[config.mk]
export PLATFORM = sky130hd
export DESIGN_NAME = ram_arbiter
export DESIGN_NICKNAME = d
export VERILOG_FILES = /design/src/rtl/ram_arbiter.sv
export SDC_FILE = /design/constraint.sdc
export NUM_CORES = 1
export LEC_CHECK = 0
export CAP_MARGIN = 20
export CORE_AREA = 2 2 118 120
export DETAILED_ROUTE_END_ITERATION = 10
export DIE_AREA = 0 0 120 122
export PLACE_DENSITY = 0.53
export REMOVE_ABC_BUFFERS = 1
export SYNTH_ARGS = -nofsm -noshare
export SYNTH_HDL_FRONTEND = slang
export SYNTH_SLANG_ARGS = --single-unit
[constraint.sdc]
create_clock -name i_clk -period 2.2 [get_ports i_clk]
set_clock_uncertainty 0.1 [all_clocks]
set_input_delay 0.44 -clock i_clk [delete_from_list [all_inputs] [get_ports i_clk]]
set_output_delay 0.44 -clock i_clk [all_outputs]
set_load 0.03 [all_outputs]
[src/rtl/ram_arbiter.sv]
// ram_arbiter: two-master arbiter in front of a single-port data RAM.
// m0 is the core (ex stage), m1 is an external loader/debug master that
// may lock the bus for up to LOCK_MAX consecutive cycles. Grants are
// combinational; read data returns one cycle after the granted address.
// Optional feature: define RAM_ARB_RR_EN to alternate grants on contended
// idle cycles (otherwise the core always wins contention).

`ifndef RAMAddrBus
`define RAMAddrBus 31:0
`endif
`ifndef RAMDataBus
`define RAMDataBus 31:0
`endif

module ram_arbiter #(
  parameter int LOCK_MAX = 16
) (
  input  logic               i_clk,
  input  logic               i_reset,
  input  logic               i_m0_req,
  input  logic               i_m0_we,
  input  logic [`RAMAddrBus] i_m0_addr,
  input  logic [`RAMDataBus] i_m0_w_data,
  output logic               o_m0_gnt,
  output logic               o_m0_r_valid,
  output logic [`RAMDataBus] o_m0_r_data,
  output logic               o_hold_flag,
  input  logic               i_m1_req,
  input  logic               i_m1_we,
  input  logic               i_m1_lock,
  input  logic [`RAMAddrBus] i_m1_addr,
  input  logic [`RAMDataBus] i_m1_w_data,
  output logic               o_m1_gnt,
  output logic               o_m1_r_valid,
  output logic [`RAMDataBus] o_m1_r_data,
  output logic               o_ram_we,
  output logic [`RAMAddrBus] o_ram_addr,
  output logic [`RAMDataBus] o_ram_w_data,
  input  logic [`RAMDataBus] i_ram_r_data
);

  localparam int CNT_W = $clog2(LOCK_MAX + 1);

  typedef enum logic {
    IDLE    = 1'b0,
    M1_LOCK = 1'b1
  } state_t;

  state_t           state, state_nxt;
  logic [CNT_W-1:0] lock_cnt, lock_cnt_nxt;
  logic             no_relock, no_relock_nxt;
  logic             gnt0, gnt1;
  logic             cnt_hit;
  logic             m1_wins;
  logic             m0_vld_p1, m1_vld_p1;

`ifdef RAM_ARB_RR_EN
  // 0: m0 preferred on the next contended idle cycle, 1: m1 preferred
  logic rr_ptr, rr_ptr_nxt;
  assign m1_wins = rr_ptr;
`else
  assign m1_wins = 1'b0;
`endif

  // This locked cycle is the LOCK_MAX-th consecutive m1 grant
  assign cnt_hit = (lock_cnt >= CNT_W'(LOCK_MAX - 1));

  // Grant decision and next-state logic
  always_comb begin
    state_nxt     = state;
    lock_cnt_nxt  = lock_cnt;
    no_relock_nxt = no_relock;
    gnt0          = 1'b0;
    gnt1          = 1'b0;
`ifdef RAM_ARB_RR_EN
    rr_ptr_nxt    = rr_ptr;
`endif
    if (!i_reset) begin
      case (state)
        IDLE: begin
          lock_cnt_nxt = '0;
          if (i_m0_req && i_m1_req) begin
            gnt1 = m1_wins;
            gnt0 = !m1_wins;
`ifdef RAM_ARB_RR_EN
            rr_ptr_nxt = !rr_ptr;
`endif
          end else begin
            gnt0 = i_m0_req;
            gnt1 = i_m1_req;
          end
          // Core got its turn (or does not want one): m1 may lock again
          if (gnt0 || !i_m0_req) no_relock_nxt = 1'b0;
          if (gnt1 && i_m1_lock && !no_relock) begin
            if (LOCK_MAX > 1) begin
              state_nxt    = M1_LOCK;
              lock_cnt_nxt = CNT_W'(1);
            end else begin
              no_relock_nxt = 1'b1;
            end
          end
        end
        M1_LOCK: begin
          gnt1         = i_m1_req;
          lock_cnt_nxt = (lock_cnt == CNT_W'(LOCK_MAX)) ? lock_cnt : lock_cnt + 1'b1;
          if (!i_m1_lock || !i_m1_req || cnt_hit) begin
            // Releasing cycle: the core may take the bus if m1 let go
            gnt0      = i_m0_req && !i_m1_req;
            state_nxt = IDLE;
`ifdef RAM_ARB_RR_EN
            rr_ptr_nxt = 1'b0;
`endif
            if (i_m1_req && i_m1_lock && cnt_hit) no_relock_nxt = 1'b1;
          end
        end
        default: state_nxt = IDLE;
      endcase
    end
  end

  // Control state registers
  always_ff @(posedge i_clk) begin
    if (i_reset) begin
      state     <= IDLE;
      lock_cnt  <= '0;
      no_relock <= 1'b0;
`ifdef RAM_ARB_RR_EN
      rr_ptr    <= 1'b0;
`endif
    end else begin
      state     <= state_nxt;
      lock_cnt  <= lock_cnt_nxt;
      no_relock <= no_relock_nxt;
`ifdef RAM_ARB_RR_EN
      rr_ptr    <= rr_ptr_nxt;
`endif
    end
  end

  // Stage p0 -> p1: remember which master's read is returning next cycle
  always_ff @(posedge i_clk) begin
    if (i_reset) begin
      m0_vld_p1 <= 1'b0;
      m1_vld_p1 <= 1'b0;
    end else begin
      m0_vld_p1 <= gnt0 && !i_m0_we;
      m1_vld_p1 <= gnt1 && !i_m1_we;
    end
  end

  assign o_m0_gnt     = gnt0;
  assign o_m1_gnt     = gnt1;
  assign o_hold_flag  = !i_reset && i_m0_req && !gnt0;

  assign o_ram_we     = gnt0 ? i_m0_we     : (gnt1 ? i_m1_we     : 1'b0);
  assign o_ram_addr   = gnt0 ? i_m0_addr   : (gnt1 ? i_m1_addr   : '0);
  assign o_ram_w_data = gnt0 ? i_m0_w_data : (gnt1 ? i_m1_w_data : '0);

  // A read in flight when reset arrives is dropped
  assign o_m0_r_valid = m0_vld_p1 && !i_reset;
  assign o_m1_r_valid = m1_vld_p1 && !i_reset;
  assign o_m0_r_data  = o_m0_r_valid ? i_ram_r_data : '0;
  assign o_m1_r_data  = o_m1_r_valid ? i_ram_r_data : '0;

endmodule

After elaboration in Yosys (flattened, before gate mapping):

Index checks and enable logic that the tools add are counted.

* logic and storage cells: 66
* flip-flop bits (word level): 9
* output and inout bits: 134

* $lt $le $gt $ge: 1
* mux-type cells: 29
* add/sub/neg operators: 1
* reductions and logical operators: 24
* equality and inequality tests: 5
* bitwise gates (word level): 1

Operators with widths (number)
* 32-bit two-way mux: 6
* 1-bit two-way mux: 17
* 1-bit logical AND: 12
* 5-bit case mux with 2 select lines: 1
* 1-bit zero test: 8
* 1-bit case mux with 2 select lines: 4
* 5-bit by 1-bit adder with 5-bit output (second input constant): 1
* 5-bit == test (second input constant): 1
* 5-bit by 4-bit >= comparator with 1-bit output (second input constant): 1
* 5-bit two-way mux: 1
* 2-bit by 1-bit != test with 1-bit output (second input constant): 2
* 2-bit != test (second input constant): 2
* 1-bit logical OR: 3
* 3-bit AND reduction: 1
* 1-bit NOT: 1

Logic depth before layout (Yosys ltp):

Gate-level depths: netlist of the first run.

* depth after elaboration: 8
* gate-level depth with buffers: 6
* mapped depth without buffers: 6

Worst setup path before layout of the first run:

Ideal clock, no wire load.

* path type: input -> output
* start: in i_reset
* end: out o_m0_r_data[22]
* path slack: 199 ps
* data arrival time: 1461 ps
* buffers on the path: 1
* cell stages on the path: 3
* cell sequence: nor2b_1 > clkbuf_1 > and2_1

* longest elaborated chain between the ends: 3

Ends and longest elaborated chain
* start: declaration: line 19 `input logic i_reset,`
* 1-bit zero test: line 160 `assign o_m0_r_valid = m0_vld_p1 && !i_reset;`
* 1-bit logical AND: line 160
* named net o_m0_r_valid: line 25 `output logic o_m0_r_valid,`
* 32-bit two-way mux: line 162 `assign o_m0_r_data = o_m0_r_valid ? i_ram_r_data : '0;`
* end: declaration: line 26 `` output logic [`RAMDataBus] o_m0_r_data, ``

The timed path passes the listed nets, and every way through them passes these cells.

Worst setup path in the final report of the first run:

* start: reg state
* end: out o_ram_addr[24]

* longest elaborated chain between the ends: 5
* elaborated cells on any way between the ends: 7
* classes of those cells: mux: 6; bitwise: 1

Ends and longest elaborated chain
* start: declaration: line 49 `state_t state, state_nxt;`
* start signal: assignment: line 131 `state <= state_nxt;`
* 1-bit NOT
* 1-bit case mux with 2 select lines: line 79 `case (state)`
* 1-bit two-way mux: line 78 `if (!i_reset) begin`
* 32-bit two-way mux: line 156 `assign o_ram_addr = gnt0 ? i_m0_addr : (gnt1 ? i_m1_addr : '0);`
* 32-bit two-way mux *: line 156
* end: declaration: line 37 `` output logic [`RAMAddrBus] o_ram_addr, ``

Mark *: on every way between the ends. The rest lies on a longest branch, timed or not.

==> run summary, run 1 <==
Final worst slack - 0.0478 ns
Largest net degree at the start of global routing - 53
Num CTS Buffers - 3
CP Launch Type - flip-flop
Worst r2r path cells - 6
Layer with the highest usage - met2
Drt first pass iters - 4
Critical Path Sink - o_ram_addr[24]
CTS H-tree depth - 1
Class of the most critical setup path - reg2out
Worst slew margin - 0.825
Root Buffer - clkbuf_16
Rows - 43
Lkg Pwr - 2.28 nW
Clock sink count - 9
Global placer's final weighted congestion - 0.756
Part of the Yosys area used for sequential elements - 0.116
Critical path buffer and inverter count - 3
Worst reg2reg endpoint - no_relock
Initial core utilization - 0.115
Worst-Skew Late Latency - 0.23 ns
Period Utilization, post-route - 0.978
Mux contribution to synthesized area - 0.00646
Sequential cell area - 184 sq um
Yosys reg bits - 9
Area contributors post-synth - a22o_1 (37%), and2_1 (26%), dfxtp_1 (12%)
Critical path's largest stage delay - 0.36 ns
GR Layer Usage met3 - 0.0515
Endpoints failing setup - 0
Total overflow reported by the global router - 0
Synthesized cell area - 1550 sq um
Hold depth - 1
Main combinational cell family by area after synthesis - compound AO/OA/AOI/OAI gates
Fin. max-slew vios - 0
Vias in the first global route - 2732
Status - finished, final reports clean
Adder-cell share of the synthesized area - 0.0242
Minimum clock period - 2.15 ns
Ys Warns - 0
R2r startpoint - lock_cnt[0]
Hold Crit Class - reg2reg
Grt met1 use - 0.163
Clock-pin slew on the worst setup and hold paths - 0.04 ns
Crit Path Max Fanout - 15
PD cells - 289 nW/um^2
IO buf count - 300
Final Util - 0.378
Synth Area in XOR/XNOR - 0.0113
Cell count after synthesis - 200
Pre-CTS setup slack - -0.351 ns
Area grow syn2layout - 229%
VDD IR max - 0.182 mV
GRT Overall Usage - 0.146
First-pass GRT wire length - 16.5 mm
CP endpoint kind - output pin
Dpl hpwl - 9.90 mm
Maxcap violations - 0
Number of routed nets with antenna violations - 0
Library cells used by synthesis - 28
Multi-input gate area - 1300 sq um
Synth Area in Compound Gates - 0.403
GRT met2 Usage - 0.269
Most frequent cells in the layout - clkdlybuf4s50_1 (163), buf_4 (109), and2_1 (64)
Most common cell after layout, fill and taps aside - clkdlybuf4s50_1
Drc violations - 0
I/O pin total - 301
Die area - 14600 sq um
Crit-path cells - a211oi_4 > buf_6 > buf_4 > a22o_1 > buf_12
Area share of and/or/nand/nor cells after synthesis - 0.340
CTS tree - yes
FF-to-FF setup slack - 0.64 ns
Critical path required time - 1.66 ns
Die height - 122 um
Core Region - 13500 sq um
RSZ-0062 raised after global routing - true
Worst slew pin tran - 0.259 ns
Worst setup startpoint - state
Nets - 677
Crit path depth - 5
Drt wl/cell - 17.7 um
Hold Vio Cnt, Final - 0
DR vias/cell - 4.07
Initial antenna violation count - 0
Area leader, netlist - a22o_1
Hold_buf cts - 0
Family with the most delay on the worst path - compound AO/OA/AOI/OAI gates
Fillers - 1390
Setup TNS - 0 ns
Share of cells above drive strength 1 - 0.352
Routed vias - 2789
Clock Tree Buf Depth - 2
DRT Wirelength - 12.1 mm
Yosys top cell area share - 0.367
Ant diodes - 0
CP max-delay cell - dfxtp_4
WP data arrival - 1.61 ns
Worst Hold Launch - no_relock
Post-Syn Area per Cell - 7.75 sq um
Die width - 120 um
Starting DRC count in detailed routing - 53
Achievable frequency - 465 MHz
==> where the power goes <==
group / internal, mW / switching [mW]
clock network: 0.242 / 0.0808
logic: 0.564 / 0.418
registers: 0.166 / 0.00269
==> per-stage QoR <==
| stage | hold slack (ns) | total power, mW | cells | instance area (sq um) |
|---|---|---|---|---|
| after floorplan | 0.364 | 0.493 | 179 | 1420 |
| after global placement | 0.383 | 1.08 | 670 | 4690 |
| after detailed placement | 0.393 | 1.08 | 670 | 4690 |
| after CTS | 0.402 | 1.48 | 684 | 5040 |
| after global routing | 0.420 | 1.53 | 686 | 5100 |
| final | 0.414 | 1.47 | 686 | 5100 |
==> routing by layer <==
metal,vias up,share of wire,wire length (um)
met3,8,0.11,1340
met5,-,0,0
li1,1353,-,-
met1,1246,0.37,4500
met4,0,0.0097,118
met2,182,0.51,6190
==> flip-flops by register name, indices dropped and copies added, names as in the netlist <==
signal,cells
lock_cnt,5
m0_vld_p1,1
state,1
no_relock,1
m1_vld_p1,1
==> logic make-up after synthesis <==
kind of cell | Yosys count
compound gates | 72
xor+xnor | 2
fa+ha+maj | 3
buf+inv | 26
flops | 9
mux | 1
simple gates | 87
==> cell usage after synthesis (all sizes together) <==
cell type	n
a22o	65
and2	64
buf	13
dfxtp	9
clkbuf	8
inv	5
nor2	5
nor2b	5
nand2	4
ha	3
a21oi	2
and3	2
nand4	2
nor3	2
a211oi	1
a31oi	1
mux2i	1
nand3	1
nand4bb	1
o211a	1
o21a	1
o311ai	1
or4b	1
xnor2	1
xor2	1
==> worst min-delay path by stage <==
stage	to	slack, ns
after floorplan	no_relock	0.36
after global placement	no_relock	0.38
after detailed placement	no_relock	0.39
after CTS	no_relock	0.40
after global routing	no_relock	0.42
final	no_relock	0.41
==> repair_timing <==
item                                    4_1_cts  5_1_grt
buffers inserted                              6        2
cloned                                        4        1
resized for setup                            40        7
pin swaps                                     3        2
endpoints found under the setup margin      131       36
==> layout make-up <==
class,count,area share
repair buffers,323,0.646
clock buffers,4,0.0154
inverters,5,0.00368
multi-input cells,165,0.254
well taps,180,0.0441
flip-flops and latches,9,0.0360
Power figures use the tool's default switching activity.
==> run 2: changes to the inputs <==
Settings changed: PLACE_DENSITY 0.53 to 0.55, SLEW_MARGIN from default to 20.
==> run 2 against run 1 <==
Effect of this change: combinational power shrank 4.2%; final area down 2.8%; highest routed layer unchanged; die area is the same; register-to-register slack worse by 0.03 ns; setup slack improved by 0.012 ns.
==> run summary, run 2 (same netlist as run 1, synthesis figures left out) <==
Status - finished, final reports clean
Total overflow reported by the global router - 0 (unchanged)
DR vias/cell - 4.03 (-0.97%)
Switching part of the total - 0.334 (-0.00632)
Worst slew pin tran - 0.309 ns (+0.0497 ns)
Starting DRC count in detailed routing - 44 (-17%)
Clock sink count - 9 (unchanged)
VDD IR max - 0.214 mV (+18%)
WP data arrival - 1.60 ns (about the same)
I/O pin total - 301 (unchanged)
R2r startpoint - lock_cnt[0]
Area grow syn2layout - 220%
Most flops, register - lock_cnt
CTS H-tree depth - 1 (unchanged)
Drt first pass iters - 4 (unchanged)
Die width - 120 um (unchanged)
Final worst slack - 0.0599 ns (+0.0121 ns)
Hold Vio Cnt, Final - 0 (unchanged)
Clock-pin slew on the worst setup and hold paths - 0.04 ns (about the same)
Worst setup startpoint - i_m1_req
Total design power - 1.43 mW (-3.3%)
Most frequent cells in the layout - clkdlybuf4s50_1 (163), buf_4 (120), and2_1 (64)
Initial antenna violation count - 0 (unchanged)
Fillers - 1393 (+0.22%)
Rows - 43 (unchanged)
Worst slew margin - 0.794 (-0.0309)
Worst reg2reg endpoint - no_relock
Lkg Pwr - 2.23 nW (-2.4%)
Worst Hold Launch - no_relock
FF-to-FF setup slack - 0.61 ns (-0.03 ns)
Dpl hpwl - 9.34 mm (-5.7%)
CP endpoint kind - output pin
Max reg flops - 5 (unchanged)
Hold depth - 1 (unchanged)
Minimum clock period - 2.14 ns (-0.0121 ns)
Endpoints failing setup - 0 (unchanged)
Worst-Skew Late Latency - 0.23 ns (about the same)
Critical path required time - 1.66 ns (about the same)
Ant diodes - 0 (unchanged)
Fin. max-slew vios - 0 (unchanged)
Die area - 14600 sq um (unchanged)
Number of routed nets with antenna violations - 0 (unchanged)
Maxcap violations - 0 (unchanged)
Achievable frequency - 467 MHz (+0.56%)
P_int - 0.950 mW (-2.3%)
Num CTS Buffers - 3 (unchanged)
Class of the most critical setup path - in2out
Initial core utilization - 0.115 (unchanged)
Pre-CTS setup slack - -0.354 ns (-0.00342 ns)
DRT Wirelength - 10.7 mm (-12%)
Period Utilization, post-route - 0.973 (-0.00548)
CP Launch Type - input port
Die height - 122 um (unchanged)
GRT Overall Usage - 0.131 (-0.0146)
First-pass GRT wire length - 15.1 mm (-8.2%)
Core Region - 13500 sq um (unchanged)
Largest net degree at the start of global routing - 68 (+28%)
Share of power burned in registers - 0.118 (+0.004)
IO buf count - 300 (unchanged)
CTS tree - yes
Vias in the first global route - 2712 (-0.73%)
Crit Path Max Fanout - 6 (-9)
Clock Tree Buf Depth - 2 (unchanged)
PD cells - 287 nW/um^2 (-0.49%)
Nets - 676 (-0.15%)
Share of cells above drive strength 1 - 0.339 (-0.0132)
Hold Crit Class - reg2reg
RSZ-0062 raised after global routing - true
Global placer's final weighted congestion - 0.822 (+8.8%)
Worst Hold End - no_relock
Root Buffer - clkbuf_16
Worst r2r path cells - 6 (unchanged)
Drc violations - 0 (unchanged)
Combinational power share - 0.660 (-0.006)
Most common cell after layout, fill and taps aside - clkdlybuf4s50_1
Drt wl/cell - 15.6 um (-12%)
Clock power frac - 0.222 (+0.003)
Routed vias - 2758 (-1.1%)
Psw - 0.476 mW (-5.1%)
[run 2: changes by cell type in the layout (fill, tap and decap cells not counted), sizes merged]
| cell | before | now |
|---|---|---|
| clkbuf | 5 | 4 |
[run 2: cell type report]
type	instances	area, sq um	share of cell area
clock buffers	4	78.8	0.0159
inverters	5	18.8	0.00378
multi-input cells	165	1260	0.254
flip-flops and latches	9	184	0.0371
well taps	180	225	0.0454
repair buffers	322	3200	0.644
[run 2: worst max-delay path, cell delays in order]
cell and delay (ns):
buf_2 0.13, a211oi_4 0.32, buf_6 0.16, buf_16 0.12, buf_12 0.11, a22o_1 0.18, buf_12 0.13
[run 2: worst max path at each step]
stage / cells past startpoint / slack [ns] / to
floorplan: 3 / -1.76 / o_ram_addr[0]
global placement: 5 / -0.32 / o_ram_addr[29]
detailed placement: 5 / -0.35 / o_ram_addr[29]
CTS: 6 / 0.005 / o_ram_addr[24]
global route: 6 / -0.01 / o_ram_w_data[11]
finish: 7 / 0.06 / o_ram_addr[24]
[run 2: metal layers]
layer	part of all wire	up-vias	global-route usage
li1	-	1346	-
met1	0.36	1221	0.141
met2	0.52	185	0.255
met3	0.12	6	0.0449
met4	0.0063	0	0.0132
met5	0	-	0
[run 2: power groups by stage]
stage                     Combinational, mW  Clock [mW]  Sequential [mW]
final                                 0.942       0.316            0.169
after global routing                  0.986       0.335            0.169
after CTS                             0.943       0.326            0.170
after detailed placement              0.920           0            0.172
after global placement                0.915           0            0.172
after floorplan                       0.321           0            0.171
[run 2: repair_timing]
item	CTS	global route
pin swaps	6	3
hold buffers	0	0
setup buffers	3	1
setup endpoints to repair	133	48
cloned	1	0
gates resized for setup	20	10
[run 2: stage by stage]
| stage | cells | hold WS [ns] | setup TNS (ns) | util | cell area [sq um] |
|---|---|---|---|---|---|
| floorplan | 179 | 0.364 | -135.93 | - | 1420 |
| global placement | 676 | 0.381 | -27.39 | 0.352 | 4760 |
| detailed placement | 676 | 0.407 | -29.94 | 0.352 | 4760 |
| CTS | 684 | 0.416 | 0 | 0.364 | 4920 |
| global route | 685 | 0.431 | -0.0403 | 0.367 | 4960 |
| finish | 685 | 0.413 | 0 | 0.367 | 4960 |
